--- config.mk ---
export PLATFORM = sky130hd
export DESIGN_NAME = cp0_unit
export DESIGN_NICKNAME = d
export VERILOG_FILES = /design/src/rtl/cp0_unit.sv
export SDC_FILE = /design/constraint.sdc
export NUM_CORES = 1
export LEC_CHECK = 0
export BUFFER_PORTS_ARGS = -buffer_cell sky130_fd_sc_hd__buf_2
export CORE_MARGIN = 1
export CORE_UTILIZATION = 49
export DETAILED_ROUTE_END_ITERATION = 8
export PLACE_DENSITY = 0.82
export SYNTH_ARGS = -nofsm -noshare
export SYNTH_HDL_FRONTEND = slang
export SYNTH_SLANG_ARGS = --single-unit
--- constraint.sdc ---
create_clock -name clk -period 2.45 [get_ports clk]
set_input_delay 0.245 -clock clk [delete_from_list [all_inputs] [get_ports clk]]
set_output_delay 0.245 -clock clk [all_outputs]
set_load 0.02 [all_outputs]
--- src/rtl/cp0_unit.sv ---
// Coprocessor 0 for the 5-stage MIPS pipeline.
// Arbitrates hardware interrupts against M-stage exceptions. On an event it
// records SR/Cause/EPC and raises intexc to flush the pipeline. It also
// services mfc0/mtc0 and eret (EXL clear).
module cp0_unit #(
  parameter logic [31:0] PRID = 32'h2018_1203
) (
  input  logic        clk,
  input  logic        reset,
  input  logic [4:0]  A1,
  input  logic [4:0]  A2,
  input  logic [31:0] DIn,
  input  logic        WE,
  input  logic [31:0] PC,
  input  logic        BD,
  input  logic [4:0]  ExcCode,
  input  logic [5:0]  HWInt,
  input  logic        EXLClr,
  output logic        intexc,
  output logic [31:0] EPC,
  output logic [31:0] DOut
);

  // SR fields
  logic [5:0]  im;
  logic        exl;
  logic        ie;
  // Cause fields
  logic        cause_bd;
  logic [5:0]  ip;
  logic [4:0]  exc_code;
  // EPC register
  logic [31:0] epc;

  logic        int_req;
  logic        exc_req;
  logic [31:0] pc_word;
  logic [31:0] victim_epc;
  logic [31:0] sr_val;
  logic [31:0] cause_val;
  logic        sr_write;
  logic        epc_write;
  logic        unused_pc_lsbs;

  // Only word-aligned PCs are recorded; the byte offset is dropped.
  assign unused_pc_lsbs = ^PC[1:0];

  // Event arbitration: interrupts outrank exceptions, and EXL blocks both.
  always_comb begin
    int_req = ie & ~exl & (|(HWInt & im));
    exc_req = ~exl & (ExcCode != 5'd0);
    intexc  = int_req | exc_req;
  end

  // Victim PC: a delay-slot instruction restarts at its branch.
  always_comb begin
    pc_word    = {PC[31:2], 2'b00};
    victim_epc = BD ? (pc_word - 32'd4) : pc_word;
    sr_write   = WE & ~intexc & (A2 == 5'd12);
    epc_write  = WE & ~intexc & (A2 == 5'd14);
  end

  // SR: event sets EXL; mtc0 writes IM/EXL/IE; eret clears EXL last so it
  // wins over a same-cycle mtc0 to SR while IM/IE still take DIn.
  always_ff @(posedge clk) begin
    if (reset) begin
      im  <= '0;
      exl <= 1'b0;
      ie  <= 1'b0;
    end else if (intexc) begin
      exl <= 1'b1;
    end else begin
      if (sr_write) begin
        im  <= DIn[15:10];
        exl <= DIn[1];
        ie  <= DIn[0];
      end
      if (EXLClr) begin
        exl <= 1'b0;
      end
    end
  end

  // Cause: IP tracks the interrupt lines every cycle; BD/ExcCode load on events.
  always_ff @(posedge clk) begin
    if (reset) begin
      ip       <= '0;
      cause_bd <= 1'b0;
      exc_code <= '0;
    end else begin
      ip <= HWInt;
      if (intexc) begin
        cause_bd <= BD;
        exc_code <= int_req ? 5'd0 : ExcCode;
      end
    end
  end

  // EPC: loaded with the victim PC on events, or by mtc0 when no event.
  always_ff @(posedge clk) begin
    if (reset) begin
      epc <= '0;
    end else if (intexc) begin
      epc <= victim_epc;
    end else if (epc_write) begin
      epc <= {DIn[31:2], 2'b00};
    end
  end

  // Register views and mfc0 read mux (pre-edge values).
  always_comb begin
    sr_val    = {16'd0, im, 8'd0, exl, ie};
    cause_val = {cause_bd, 15'd0, ip, 3'd0, exc_code, 2'b00};
    case (A1)
      5'd12:   DOut = sr_val;
      5'd13:   DOut = cause_val;
      5'd14:   DOut = epc;
      5'd15:   DOut = PRID;
      default: DOut = '0;
    endcase
  end

  assign EPC = epc;

endmodule
==> results by group <==
Critical path
  – Critical R2R Launch: exl
  – Worst endpoint required time: 2.20 ns
  – Worst R2R End: EPC[19]
  – Crit-path slowest cell: a21oi_4
  – Largest stage delay on the critical path: 0.78 ns
  – CP Max Fanout: 39
  – CP bufs+invs: 1
  – Worst Path Arrival: 2.07 ns
  – Worst setup EP type: output pin
  – CP top delay family: compound AO/OA/AOI/OAI gates
  – Worst setup SP type: flop
  – Crit-path cells: a21oi_4, or2_1, buf_2
  – R2R depth: 4
  – Crit path kind: reg -> out
  – FF-to-FF setup slack: 0.38 ns

Routing
  – DR DRC count: 0
  – Post-route ant nets: 0
  – Final WL: 11900 um
  – Drt initial violations: 371
  – Vias per inst: 6.19
  – DR WL/cell: 17.3 um
  – Vias: 4247
  – Drt pass-1 iters: 5

Layout
  – Finished Layout Cells: 686
  – Area of the multi-input gates: 2350 um^2
  – Finished Cell Area: 4600 um^2
  – Layout cells sized above 1: 32.4%
  – NumNets Final: 677
  – Final core utilization: 63.8%
  – FF/Latch Area: 1000 um^2
  – Filler cells: 648
  – Area delta synth->final: 25.9%
  – Inserted Diodes: 0

Timing
  – FMAX: 433 MHz
  – Worst slew pin tran: 1.02 ns
  – RSZ-0062 raised after global routing: no
  – Final Skew: 0.0158 ns
  – Fin crit share: 94.3%
  – Setup-failing EPs final: 0
  – Slew HR: 31.8%
  – Slew Viols, Final: 0
  – TNS Setup: 0 ns
  – Final Hold Violating Endpoints: 0
  – Final min period: 2.31 ns

Logic synthesis
  – Netlist Area Pre-Place: 3660 um^2
  – Ys flop type: dfxtp_1
  – Sequential area share after synthesis: 27.4%
  – Synth Warn #: 0
  – Number of synthesized flops with an enable pin: 0
  – Syn Inst Count: 466
  – Avg Cell Area, Syn: 7.85 um^2
  – Async SR Flop Fraction: 0%
  – Cell variety after synth: 52
  – #FFs+latches synth: 50

Clocking
  – CTS Root Cell: clkbuf_8
  – CTS sink count: 50
  – CTS buffer count: 5
  – Worst-case clock buffer depth: 2
  – Clock slew at reported path FFs: 0.11 ns
  – Postcts setup bufs: 0
  – H-tree depth: 2
  – Post_cts resized: 0
  – CTS tree: yes
  – Cts-stage hold buffer count: 0
  – Clock latency on the worst-skew pair: 0.32 ns

Global routing
  – First-pass GRT wire length: 17900 um
  – GR Overflow Total: 0
  – Vias in the first global route: 3586
  – Overall global routing resource usage: 29.5%
  – Antenna violations before repair: 0
  – Largest net degree at the start of global routing: 42

Min path
  – WHS Path Cells: 2
  – Hold_sp: HWInt[0]
  – Hold Path End: ip[0]
  – Worst hold path type: in -> reg

Die
  – Initial Utilization: 50.7%
  – Die Y: 88.4 um
  – Io pins: 155
  – Core box area: 7210 um^2
  – Row count: 31
  – Die area: 7810 um^2
  – Die width: 88.4 um

Placement
  – Placed instance count: 678
  – Post-Place Cell Area: 4490 um^2
  – Routability cong.: 0.942
  – Detail Placement HPWL: 8690 um
  – I/O Buffers: 150

Pwr
  – PwrDens: 452 nW/um^2
  – LEAKAGE: 2.07 nW
  – Worst VDD drop: 0.000242 V

Outcome
  – Status: finished, final reports clean

Flow run
  – Maxcap violations: 0
## layout make-up
type	count	share of cell area, %
Timing Repair Buffer	167	19.1
Multi-Input combinational cell	326	51.0
Clock buffer	5	1.49
Sequential cell	50	21.7
Tap cell	99	2.69
Inverter	36	2.93
Clock inverter	3	1.03
## worst reg2reg max path: stages (launching register included)
cell and delay (ns):
dfxtp_1 0.37, a21oi_4 0.78, or2_1 0.37, buf_4 0.28
a31oi_1 0.13
## metal layers
layer	global-route usage, %	vias up	wire, um
li1	-	2035	-
met1	40.3	1999	5010
met2	48.4	200	5720
met3	4.66	13	985
met4	8.06	0	169
met5	0	-	0
## power by group
part           leakage [nW]  switching, mW  internal [mW]  total [mW]
Combinational          1.60          0.335          0.209       0.544
Sequential            0.414         0.0483          0.874       0.923
Clock                0.0587          0.303          0.310       0.613
## cell families (layout without fill, tap and decap cells)
group,after synthesis,after routing,share of synthesized area [%]
mux,7,7,1.92
flops,50,50,27.4
fa+ha+maj,1,1,0.342
simple gates,170,170,32.0
xor+xnor,14,14,3.35
buf+inv,91,211,9.58
other cells,1,2,0.103
compound gates,132,132,25.3
## sequential cells by signal, summed over array words and instances (netlist names)
register	flops
EPC	30
im	6
ip	6
exc_code	5
cause_bd	1
exl	1
ie	1
## synth_stat cells, types with 5 or more instances
cell type	count	area share (%)
or3_1	5	0.86
nand3_1	7	0.96
clkbuf_1	52	5.3
nor2b_1	6	1.0
dfxtp_1	50	27
a21o_1	6	1.2
a22oi_1	6	1.2
xnor2_1	8	1.9
or3b_1	5	1.2
and3_1	15	2.6
nor2_1	8	0.82
mux2i_1	7	1.9
nor3_1	6	0.82
a22o_1	9	2.2
a211oi_1	15	3.1
nand2_1	24	2.5
nor4_1	18	3.1
o41ai_1	16	3.8
or4_1	13	2.7
nand4_1	7	1.2
o21ai_0	10	1.4
o31ai_1	12	2.5
inv_1	36	3.7
and4_1	30	7.2
xor2_1	6	1.4
a31oi_1	45	7.7
a21oi_1	8	1.1
## layout by cell type (no fill, tap or decap), types with 3 or more instances in the layout
| cell | synthesis | routed |
|---|---|---|
| a21oi_1 | 8 | 7 |
| and4_1 | 30 | 30 |
| or3_1 | 5 | 5 |
| nand3_1 | 7 | 7 |
| o41ai_1 | 16 | 16 |
| buf_4 | 2 | 17 |
| inv_1 | 36 | 36 |
| nor4_1 | 18 | 18 |
| nor2b_1 | 6 | 6 |
| nand2_1 | 24 | 24 |
| dfxtp_1 | 50 | 50 |
| a22oi_1 | 6 | 6 |
| o21ai_0 | 10 | 10 |
| a211oi_1 | 15 | 15 |
| nand4_1 | 7 | 7 |
| xnor2_1 | 8 | 8 |
| a31oi_1 | 45 | 45 |
| o21a_1 | 3 | 3 |
| xor2_1 | 6 | 6 |
| nor2_1 | 8 | 8 |
| nor3_1 | 6 | 6 |
| a21o_1 | 6 | 6 |
| mux2i_1 | 7 | 7 |
| clkbuf_8 | 0 | 5 |
| o31ai_1 | 12 | 12 |
| and3_1 | 15 | 15 |
| or3b_1 | 5 | 5 |
| buf_2 | 1 | 150 |
| a22o_1 | 9 | 9 |
| or4_4 | 3 | 3 |
| or4_1 | 13 | 13 |
## worst max-delay path by stage
stage,start,endpoint,cells after the start
after global routing,exl,intexc,3
after floorplan,PC[24],EPC[31],4
final,exl,intexc,3
after detailed placement,PC[14],EPC[22],5
after global placement,PC[24],EPC[31],5
after CTS,exl,intexc,3
## through the flow
step	hold WS [ns]	power [mW]	setup slack [ns]
2_1_floorplan	0.373	1.25	0.505
3_3_place_gp	0.462	1.46	0.321
3_5_place_dp	0.476	1.47	0.305
4_1_cts	0.140	2.08	0.151
5_1_grt	0.157	2.17	0.0503
6_report	0.143	2.08	0.140
Note: power is estimated with default switching activity, not from simulation.
